==> src/rtl/count_uart_tx_pkg.sv <==
// rtl/count_uart_tx_pkg.sv - shared types and constants for the count UART transmitter
package count_uart_pkg;

  typedef enum logic [1:0] {
    IDLE  = 2'd0,
    START = 2'd1,
    DATA  = 2'd2,
    STOP  = 2'd3
  } uart_state_e;

  localparam logic UART_IDLE_LVL  = 1'b1;
  localparam logic UART_START_LVL = 1'b0;
  localparam int   DATA_BITS      = 8;

endpackage

==> src/rtl/count_uart_tx_fifo.sv <==
// rtl/count_uart_tx_fifo.sv - single-clock first-word fall-through capture FIFO
module count_fifo #(
  parameter int WIDTH = 8,
  parameter int DEPTH = 4
) (
  input  logic             clk,
  input  logic             rst,
  input  logic             push,
  input  logic             pop,
  input  logic [WIDTH-1:0] wdata,
  output logic [WIDTH-1:0] rdata,
  output logic             empty,
  output logic             full
);

  localparam int AW = $clog2(DEPTH);
  localparam logic [AW:0] PTR_ONE = {{AW{1'b0}}, 1'b1};

  logic [WIDTH-1:0] mem_q [DEPTH];
  logic [AW:0]      wptr_q;
  logic [AW:0]      rptr_q;
  logic             do_pop;
  logic             do_push;

  // A pop in the same cycle frees the slot, so a push into a full FIFO is still taken
  assign do_pop  = pop && !empty;
  assign do_push = push && (!full || do_pop);
  assign empty   = (wptr_q == rptr_q);
  assign full    = (wptr_q[AW] != rptr_q[AW]) && (wptr_q[AW-1:0] == rptr_q[AW-1:0]);
  assign rdata   = mem_q[rptr_q[AW-1:0]];

  // Pointer update; extra MSB distinguishes full from empty
  always_ff @(posedge clk) begin
    if (rst) begin
      wptr_q <= '0;
      rptr_q <= '0;
    end else begin
      if (do_push) wptr_q <= wptr_q + PTR_ONE;
      if (do_pop)  rptr_q <= rptr_q + PTR_ONE;
    end
  end

  // Storage write, no reset needed on the data array
  always_ff @(posedge clk) begin
    if (do_push) mem_q[wptr_q[AW-1:0]] <= wdata;
  end

endmodule

==> src/rtl/count_uart_tx.sv <==
// rtl/count_uart_tx.sv - captures counter values on sample edges and sends them as 8N1 frames
module count_uart_tx
  import count_uart_pkg::*;
#(
  parameter int CLKS_PER_BIT = 16,
  parameter int FIFO_DEPTH   = 4
) (
  input  logic       clk,
  input  logic       rst,
  input  logic [7:0] count_in,
  input  logic       sample_req,
  input  logic       ovf_clr,
  output logic       tx,
  output logic       busy,
  output logic       fifo_full,
  output logic       overflow
);

  localparam int BAUD_W = (CLKS_PER_BIT > 1) ? $clog2(CLKS_PER_BIT) : 1;
  localparam logic [BAUD_W-1:0] BAUD_LAST = BAUD_W'(CLKS_PER_BIT - 1);
  localparam logic [BAUD_W-1:0] BAUD_ONE  = BAUD_W'(1);
  localparam logic [2:0]        BIT_LAST  = 3'(DATA_BITS - 1);

  uart_state_e       state_q;
  logic [BAUD_W-1:0] baud_q;
  logic [2:0]        bit_idx_q;
  logic [7:0]        shreg_q;
  logic              tx_q;
  logic              busy_q;
  logic              req_q;
  logic              ovf_q;
  logic              ovf_d;

  logic              capture;
  logic              baud_end;
  logic              pop;
  logic              drop;
  logic              fifo_empty;
  logic [7:0]        fifo_rdata;

  assign capture  = sample_req && !req_q;
  assign baud_end = (baud_q == BAUD_LAST);
  assign pop      = !fifo_empty && ((state_q == IDLE) || ((state_q == STOP) && baud_end));
  assign drop     = capture && fifo_full && !pop;

  count_fifo #(
    .WIDTH (8),
    .DEPTH (FIFO_DEPTH)
  ) u_fifo (
    .clk   (clk),
    .rst   (rst),
    .push  (capture),
    .pop   (pop),
    .wdata (count_in),
    .rdata (fifo_rdata),
    .empty (fifo_empty),
    .full  (fifo_full)
  );

  // Sticky overflow: a drop in the same cycle beats a clear
  always_comb begin
    ovf_d = ovf_q;
    if (drop)         ovf_d = 1'b1;
    else if (ovf_clr) ovf_d = 1'b0;
  end

  // Edge-detect history and overflow flag; history resets high so a held level is ignored
  always_ff @(posedge clk) begin
    if (rst) begin
      req_q <= 1'b1;
      ovf_q <= 1'b0;
    end else begin
      req_q <= sample_req;
      ovf_q <= ovf_d;
    end
  end

  // Frame FSM with baud counter; tx/busy are registered from the current state
  always_ff @(posedge clk) begin
    if (rst) begin
      state_q   <= IDLE;
      baud_q    <= '0;
      bit_idx_q <= '0;
      shreg_q   <= '0;
      tx_q      <= UART_IDLE_LVL;
      busy_q    <= 1'b0;
    end else begin
      busy_q <= (state_q != IDLE);
      case (state_q)
        IDLE: begin
          tx_q   <= UART_IDLE_LVL;
          baud_q <= '0;
          if (pop) begin
            shreg_q   <= fifo_rdata;
            bit_idx_q <= '0;
            state_q   <= START;
          end
        end
        START: begin
          tx_q <= UART_START_LVL;
          if (baud_end) begin
            baud_q  <= '0;
            state_q <= DATA;
          end else begin
            baud_q <= baud_q + BAUD_ONE;
          end
        end
        DATA: begin
          tx_q <= shreg_q[0];
          if (baud_end) begin
            baud_q    <= '0;
            shreg_q   <= {1'b0, shreg_q[7:1]};
            bit_idx_q <= bit_idx_q + 3'd1;
            if (bit_idx_q == BIT_LAST) state_q <= STOP;
          end else begin
            baud_q <= baud_q + BAUD_ONE;
          end
        end
        STOP: begin
          tx_q <= UART_IDLE_LVL;
          if (baud_end) begin
            baud_q <= '0;
            if (pop) begin
              shreg_q   <= fifo_rdata;
              bit_idx_q <= '0;
              state_q   <= START;
            end else begin
              state_q <= IDLE;
            end
          end else begin
            baud_q <= baud_q + BAUD_ONE;
          end
        end
        default: state_q <= IDLE;
      endcase
    end
  end

  assign tx       = tx_q;
  assign busy     = busy_q;
  assign overflow = ovf_q;

endmodule

==> config.mk <==
export PLATFORM = sky130hd
export DESIGN_NAME = count_uart_tx
export DESIGN_NICKNAME = d
export VERILOG_FILES = /design/src/rtl/count_uart_tx_pkg.sv /design/src/rtl/count_uart_tx_fifo.sv /design/src/rtl/count_uart_tx.sv
export SDC_FILE = /design/constraint.sdc
export NUM_CORES = 1
export LEC_CHECK = 0
export CAP_MARGIN = 20
export CORE_AREA = 4 4 70 72
export CTS_CLUSTER_DIAMETER = 80
export DETAILED_ROUTE_END_ITERATION = 7
export DIE_AREA = 0 0 74 76
export DONT_BUFFER_PORTS = 1
export PLACE_DENSITY_LB_ADDON = 0.2
export SETUP_SLACK_MARGIN = 0.05
export SKIP_CTS_REPAIR_TIMING = 1
export SKIP_LAST_GASP = 1
export SYNTH_ARGS = -nofsm -noshare
export SYNTH_HDL_FRONTEND = slang
export SYNTH_SLANG_ARGS = --single-unit
==> constraint.sdc <==
create_clock -name clk -period 5.1 [get_ports clk]
set_input_delay 0.51 -clock clk [delete_from_list [all_inputs] [get_ports clk]]
set_output_delay 0.51 -clock clk [all_outputs]
set_load 0.005 [all_outputs]
* Word level (Yosys, flattened, before mapping) *
Memories as Yosys holds them, arrays and structs flattened. A register that Yosys moved wholly into a read port is not among the register bits.
Cells that the tools add are included.

cells by class
  add/subtract/negate cells = 4
  multiply operators = 0
  divide/modulo/power cells = 0
  $lt $le $gt $ge = 0
  equal/unequal tests = 13
  shift-type cells = 0
  muxes and demuxes = 24
  bitwise gates (word level) = 0
  reduce and logical (&&, ||, !) cells = 22

operators by type and width
  cell                                                           number
  8-bit two-way mux                                              3
  8-bit one-hot mux with 3 select lines                          1
  2-bit two-way mux                                              7
  2-bit inequality test, second input constant                   5
  3-bit by 1-bit adder with 3-bit output, second input constant  3
  3-bit two-way mux                                              3
  3-bit one-hot mux with 3 select lines                          1
  1-bit logical AND                                              8
  2-bit one-hot mux with 4 select lines                          1
  4-bit one-hot mux with 2 select lines                          1
  1-bit two-way mux                                              5
  5-bit AND reduction                                            1
  4-bit by 1-bit adder with 4-bit output, second input constant  1
  2-bit equality test, second input constant                     2
  4-bit equality test, second input constant                     1
  1-bit logical NOT                                              4
  4-bit two-way mux                                              1
  2-bit nonzero test                                             2
  3-bit equality test                                            1
  3-bit equality test, second input constant                     1
  1-bit one-hot mux with 3 select lines                          1
  3-bit AND reduction                                            1
  3-bit nonzero test                                             1
  3-bit OR reduction                                             1
  other kinds (6)                                                7

storage, ports and cells
  register bits = 27
  bits in latches = 0
  memory bits (writable) = 32
  ROM bits = 0
  input bits = 12
  output and inout bits = 4
  word-level logic and storage cells = 74
  memories kept = 1

memory list
  memory        depth  bits a word  read ports  clocked after memory_dff  write ports  line                      source
  u_fifo.mem_q  4      8            1           1                         1            count_uart_tx_fifo.sv:19  logic [WIDTH-1:0] mem_q [DEPTH];

* Logic depth before layout (Yosys ltp) *
Gate-level depths: netlist (run 1).

  depth in word-level cells = 9
  gate-level depth with buffers = 7
  depth with buffers taken out = 6

* Modules after synthesis *
From an unflattened synthesis (run 1), not the netlist that was laid out.

unflattened totals
  cells, all modules = 215
  area, all modules = 2795.2 µm²

modules (own cells, without submodules)
  module         instances  cells an instance  area an instance (µm²)  seq. area each (µm²)
  count_fifo     1          97                 1699.1                  1121.1
  count_uart_tx  1          118                1096.1                  420.4

* Least setup slack after synthesis (run 1) *
Ideal clock, no wire load.

  kind = register -> register
  from = register state_q[0]
  to = register shreg_q[0]
  library setup time = 0.121 ns
  data arrival time = 1.883 ns
  data required time = 4.979 ns
  path slack = 3.096 ns
  stages on the path, launching flop included = 7
  path buffers = 0
  period minus slack after synthesis = 2.004 ns
  cell sequence = dfxtp_1 > inv_1 > ha_1 > or3b_1 > a32o_2 > a21oi_4 > mux2_2

between the ends
  word-level cells in the longest chain between the ends = 7
  elaborated cells between the ends (all ways) = 13
  classes of those cells = eq/ne (4); mux (3); reduce/logical (6)

ends and longest elaborated chain
  item                                   line                                      source
  from (decl)                            count_uart_tx.sv:24                       uart_state_e state_q;
  from (signal assigned)                 count_uart_tx.sv:81                       state_q <= IDLE;
  from (signal assigned)                 count_uart_tx.sv:96                       state_q <= START;
  from (signal assigned)                 count_uart_tx.sv:103                      state_q <= DATA;
  2-bit equality test                    count_uart_tx.sv:43, count_uart_tx.sv:89
  1-bit logical AND                      count_uart_tx.sv:43                       assign pop = !fifo_empty && ((state_q == IDLE) || ((state_q == STOP) && baud_end));
  1-bit logical OR                       count_uart_tx.sv:43
  1-bit logical AND                      count_uart_tx.sv:43
  8-bit two-way mux (2 in a row)         n/a
  8-bit one-hot mux with 3 select lines  count_uart_tx.sv:89                       case (state_q)
  to (signal assigned)                   count_uart_tx.sv:94                       shreg_q <= fifo_rdata;
  to (signal assigned)                   count_uart_tx.sv:112                      shreg_q <= {1'b0, shreg_q[7:1]};
  to (signal assigned)                   count_uart_tx.sv:124                      shreg_q <= fifo_rdata;
  to (decl)                              count_uart_tx.sv:27                       logic [7:0] shreg_q;

Parallel ways exist; a longest one is shown, timed or not. The select of a mux whose other input is x is not followed.
A chain may end at the register's enable or synchronous reset.

* Worst setup path in the final report (run 1) *
  from = register state_q[0]
  to = register shreg_q[2]

Same word-level chain as after synthesis.

==> reports/qor.yml, run 1 <==
outcome:
  outcome: "complete, no violations"
worst_setup_path:
  reg2reg_from: "state_q[0]$_SDFFE_PP0P_"
  endpoint_kind: "flip-flop"
  crit_arrival_ps: 2570
  critical_path.cell_chain: "inv_1 -> ha_1 -> or3b_1 -> a32o_2 -> a21oi_4 -> mux2_2"
  worst-path-buf-inv: 1
  critPathSlowestCell: "or3b_1"
  setup.worst_path.class: "flip-flop to flip-flop"
  ff2ff_path_depth: 6
  cpLargestDelayFamily: "compound AO/OA/AOI/OAI gates"
  startpoint_type: "flip-flop"
  timing.rr.end: "shreg_q[2]$_SDFFE_PP0P_"
  crit_path_max_fanout: 13
  cpPeakStageDelay_ps: 390
  worst-r2r-setup-slack_ps: 2770
  cp.required_ps: 5340
die:
  fp.dieW_um: 74
  die_area_um2: 5620
  core-area_um2: 4290
  io_pins: 16
  start_util: 0.620
  die_h_um: 76
  placementRows: 24
global_route:
  grt_max_degree: 37
  grt_pass1_vias: 1640
  grt_pass1_wl_mm: 7.58
  overflow: 0
  grt.total_usage: 0.184
  antenna_found_initial: 0
min_path:
  min_to: "state_q[1]$_SDFFE_PP0P_"
  hold_path.class: "input port to flip-flop"
  hold_depth: 1
  min_from: "rst"
layout:
  area_growth_pct: 8.45
  n_antenna_cell: 0
  multi_input_area_um2: 1060
  drive_gt1_frac: 0.168
  nFillCells: 331
  fin_nets: 240
  register_area_um2: 1540
detailed_routing:
  highest_layer: "met4"
  drc: 0
  wl_met1_mm: 1.97
  via_per_inst: 5.73
  route.met3.wl_um: 218
  route.met2.wl_mm: 2.16
  ant_nets: 0
  route.vias.total: 1559
  wl_mm: 4.46
  firstDrtPassIters: 4
  drt_iter0_drc: 136
  wl_per_cell_um: 16.4
sta:
  final-max-slew-violation-count: 0
  final.setup_skew_ps: 8.75
  fin_tns_setup_ps: 0
  worstMarginPinSlew_ps: 726
  setup_viol: 0
  fin_crit_sh: 0.457
  hold_viol_final: 0
  fmax_ghz: 0.429
  period_minus_slack_ps: 2330
  maxSlewHeadroom: 0.509
  rsz0062_at_grt: "false"
synth:
  syn_avg_cell_area_um2: 12.6
  syn-instance-count: 212
  netlist.area_leader.share: 0.361
  synth.area.top_cells: "edfxtp_1 36%, dfxtp_1 22%, mux4_2 6.8%"
  yosysMostFrequentCell: "edfxtp_1"
  async_reset_ff_frac: 0
  synth_common_cells: "32 x edfxtp_1, 29 x dfxtp_1, 23 x nand2_1"
  yosysWarningCount: 0
  synth_top_area_cell: "edfxtp_1"
  ys.flop_type: "edfxtp_1"
  ys_types: 43
  netlist_area_um2: 2660
  syn_nets: 237
  ys_ff_latch: 61
  seq_area_frac_synth: 0.579
  synth_edf_count: 32
placement:
  place_hpwl_mm: 3.12
  gp_congestion: 0.771
  io_buffers: 0
clock_tree:
  clockBufferDepth: 2
  clk_latency_ps: 350
  clkSinkCount: 61
  cts_buffers: 9
  cts-root-buf: "clkbuf_8"
  cts_tree: "yes"
  clkTransAtPathRegs_ps: 70
  cts-htree-levels: 3
power_and_ir_drop:
  worst_ir_drop_vdd_mv: 0.290
  p_per_area_nw_per_um2: 463
  power_mw: 1.34
  p_leak_nw: 1.01
job:
  max-cap-violations: 0
## power by group
group / leakage (nW) / switching [mW] / total, mW / internal [mW]
registers: 0.525 / 0.0486 / 0.613 / 0.564
clock network: 0.0822 / 0.190 / 0.414 / 0.223
logic: 0.402 / 0.152 / 0.313 / 0.161
## worst max path at each step
stage,from,end,slack (ps),cells after the start
final,state_q[0]$_SDFFE_PP0P_,shreg_q[2]$_SDFFE_PP0P_,2770,6
after CTS,state_q[0]$_SDFFE_PP0P_,shreg_q[1]$_SDFFE_PP0P_,2770,6
after detailed placement,state_q[0]$_SDFFE_PP0P_,shreg_q[3]$_SDFFE_PP0P_,2780,6
after global routing,state_q[0]$_SDFFE_PP0P_,u_fifo.mem_q[3][1]$_DFFE_PP_,2550,5
after floorplan,state_q[0]$_SDFFE_PP0P_,shreg_q[0]$_SDFFE_PP0P_,3100,6
after global placement,state_q[0]$_SDFFE_PP0P_,shreg_q[5]$_SDFFE_PP0P_,2870,6
## through the flow
| stage | instances | utilization | hold WS (ps) | worst slack [ps] | instance area, µm² |
|---|---|---|---|---|---|
| after detailed placement | 256 | 0.628 | 455 | 2780 | 2700 |
| after global placement | 256 | 0.628 | 425 | 2870 | 2700 |
| after CTS | 272 | 0.673 | 215 | 2770 | 2890 |
| final | 272 | 0.673 | 234 | 2770 | 2890 |
| after global routing | 272 | 0.673 | 207 | 2550 | 2890 |
| after floorplan | 212 | - | 417 | 3100 | 2660 |
## cell type report
| type | instances | area share |
|---|---|---|
| clock buffer | 10 | 0.0442 |
| inverter | 8 | 0.0104 |
| tap | 52 | 0.0225 |
| clock inverter | 6 | 0.0221 |
| sequential | 61 | 0.534 |
| multi-input combinational | 135 | 0.367 |
## cell families after synthesis
group,after synthesis,share of synthesized area
xor+xnor,8,0.0263
flops,61,0.579
fa+ha+maj,13,0.0611
buf+inv,16,0.0230
simple gates,67,0.130
compound gates,31,0.0799
mux,16,0.101
## metal layers
layer  vias to the layer above  track usage
met5                         -            0
met4                         0        0.101
met3                        10       0.0686
met2                        33        0.270
met1                       736        0.231
li1                        780            -
## placed cells by master, fill, tap and decap left out, types with 4 or more instances in the layout
master / Yosys / routed
o21ai_0: 4 / 4
a21oi_1: 14 / 14
mux4_2: 8 / 8
nor2b_1: 8 / 8
nor2_1: 10 / 10
inv_1: 8 / 8
xnor2_1: 5 / 5
nand2_1: 23 / 23
ha_1: 13 / 13
mux2_2: 7 / 7
clkbuf_8: 0 / 9
clkinvlp_4: 0 / 4
edfxtp_1: 32 / 32
dfxtp_1: 29 / 29
## registers in the layout, indices dropped and copies added, names as in the netlist, named ones only
name,flops
baud_q,4
bit_idx_q,3
busy,1
overflow,1
req_q,1
shreg_q,8
state_q,2
tx,1
u_fifo.mem_q,32
u_fifo.rptr_q,3
u_fifo.wptr_q,3
Note: power is estimated with default switching activity, not from simulation.
==> run 2: changes to the inputs <==
--- a/config.mk
+++ b/config.mk
@@ -6,10 +6,10 @@
 export NUM_CORES = 1
 export LEC_CHECK = 0
 export CAP_MARGIN = 20
-export CORE_AREA = 4 4 70 72
+export CORE_AREA = 4 4 74 76
 export CTS_CLUSTER_DIAMETER = 80
 export DETAILED_ROUTE_END_ITERATION = 7
-export DIE_AREA = 0 0 74 76
+export DIE_AREA = 0 0 78 80
 export DONT_BUFFER_PORTS = 1
 export PLACE_DENSITY_LB_ADDON = 0.2
 export SETUP_SLACK_MARGIN = 0.05
==> constraint.sdc (replaced) <==
create_clock -name clk -period 2 [get_ports clk]
set_input_delay 0.2 -clock clk [delete_from_list [all_inputs] [get_ports clk]]
set_output_delay 0.2 -clock clk [all_outputs]
set_load 0.005 [all_outputs]
==> reports/qor.yml, run 2 (synthesis gave the netlist of run 1 again) <==
placement:
  gp_congestion: 0.756
  place_hpwl_mm: 3.30
  io_buffers: 0
  dp_slack_ps: -64.2
detailed_routing:
  wl_per_cell_um: 16.8
  drc: 0
  route.vias.total: 1709
  ant_nets: 0
  drt_iter0_drc: 86
  wl_mm: 5.24
  firstDrtPassIters: 4
  via_per_inst: 5.48
die:
  io_pins: 16
  core-area_um2: 4720
  start_util: 0.564
  fp.dieW_um: 78
  placementRows: 25
  die_h_um: 80
  die_area_um2: 6240
worst_setup_path:
  reg2reg_from: "state_q[0]$_SDFFE_PP0P_"
  endpoint_kind: "flip-flop"
  setup.worst_path.class: "flip-flop to flip-flop"
  critPathLaunch: "state_q[0]$_SDFFE_PP0P_"
  crit_arrival_ps: 2220
  crit_path_max_fanout: 8
  cp.required_ps: 2230
  startpoint_type: "flip-flop"
sta:
  hold_viol_final: 12
  rsz0062_at_grt: "true"
  fmax_ghz: 0.502
  setup_viol: 0
  maxSlewHeadroom: 0.620
  period_minus_slack_ps: 1990
  final.setup_skew_ps: 4.98
  final-max-slew-violation-count: 0
  setup_ws_ps: 7.16
  fin_tns_setup_ps: 0
  worst_hold_slack_ps: -66.8
  worstMarginPinSlew_ps: 568
  fin_crit_sh: 0.996
clock_tree:
  clockBufferDepth: 2
  cts_buffers: 9
  clkSinkCount: 61
  cts-root-buf: "clkbuf_8"
  clkTransAtPathRegs_ps: 70
  cts-htree-levels: 3
  clk_latency_ps: 340
  cts_tree: "yes"
power_and_ir_drop:
  p_sw_mw: 1.12
  worst_ir_drop_vdd_mv: 0.837
  p_leak_nw: 1.18
  p_per_area_nw_per_um2: 1220
  pwr-share-clk: 0.333
  p_int_mw: 2.88
  swShare: 0.280
  pwr-share-comb: 0.280
  power_frac_seq: 0.387
layout:
  n_antenna_cell: 0
  area_growth_pct: 23.3
  fin_nets: 265
  layout_common_cells: "32 x edfxtp_1, 27 x dfxtp_1, 23 x nand2_1"
  nFillCells: 322
  drive_gt1_frac: 0.261
  largest_register_ffs: 32
  final_common_cell: "edfxtp_1"
min_path:
  min_from: "rst"
  hold_path.class: "input port to flip-flop"
global_route:
  overflow: 0
  antenna_found_initial: 0
  grt_pass1_wl_mm: 7.94
  grt_max_degree: 37
  grt_pass1_vias: 1735
  grt.total_usage: 0.172
outcome:
  outcome: "finished, violations left"
  violations: "negative hold slack"
job:
  max-cap-violations: 0
## run 2: cell count changes in the layout (fill, tap and decap cells not counted), sizes merged
cell	before	now
buf	0	13
dlygate4sd3	0	12
bufinv	1	3
clkinvlp	4	2
clkbuf	10	9
inv	8	9
## run 2: stage by stage
stage | cells | util | power [mW] | instance area [µm²] | hold slack, ps
finish | 312 | 0.696 | 4.01 | 3290 | -66.8
detailed placement | 282 | 0.593 | 2.47 | 2800 | 275
CTS | 298 | 0.645 | 3.80 | 3050 | -91.7
global route | 312 | 0.696 | 4.21 | 3290 | -101
floorplan | 212 | - | 2.23 | 2670 | 299
global placement | 282 | 0.593 | 2.42 | 2800 | 277
## run 2: worst paths after layout
kind	to	slack [ps]	cells past startpoint
worst max-delay path	shreg_q[1]$_SDFFE_PP0P_	7	7
worst min-delay path	state_q[1]$_SDFFE_PP0P_	-70	1
worst max register to register	shreg_q[1]$_SDFFE_PP0P_	7	7
worst min register to register	baud_q[0]$_SDFF_PP0_	450	1
## run 2: power by group through the flow
stage	Sequential, mW	Clock (mW)	Combinational, mW
floorplan	1.52	0	0.706
global placement	1.55	0	0.876
detailed placement	1.55	0	0.918
CTS	1.53	1.35	0.928
global route	1.57	1.42	1.22
finish	1.55	1.34	1.12
## run 2: final cells by class
class                           count  area (µm²)  share of cell area
Inverter                            8        37.5              0.0114
Sequential cell                    61        1550               0.471
Clock buffer                        9         124              0.0377
Tap cell                           67        83.8              0.0255
Multi-Input combinational cell    135        1140               0.347
Timing Repair Buffer               25         230              0.0701
Clock inverter                      7         123              0.0373
## run 2: worst max-delay path: stages, from the launching register on
cell,delay (ps)
dfxtp_4,400
inv_6,50
ha_4,160
or3b_1,370
a32o_2,270
a21oi_4,180
buf_12,150
mux2_4,300
## run 2: metal layers
layer	global-route usage	wire length, µm	vias to the layer above
met5	0	0	-
met4	0.115	80	0
met3	0.0474	182	6
met2	0.287	2750	41
met1	0.193	2230	831
li1	-	-	831
==> run 3: changes to the inputs <==
--- a/config.mk
+++ b/config.mk
@@ -7,7 +7,7 @@
 export LEC_CHECK = 0
 export CAP_MARGIN = 20
 export CORE_AREA = 4 4 74 76
-export CTS_CLUSTER_DIAMETER = 80
+export CTS_CLUSTER_DIAMETER = 200
 export DETAILED_ROUTE_END_ITERATION = 7
 export DIE_AREA = 0 0 78 80
 export DONT_BUFFER_PORTS = 1
==> results of run 3 <==
No change in the layout: final DEF, timing and power equal those of run 2.
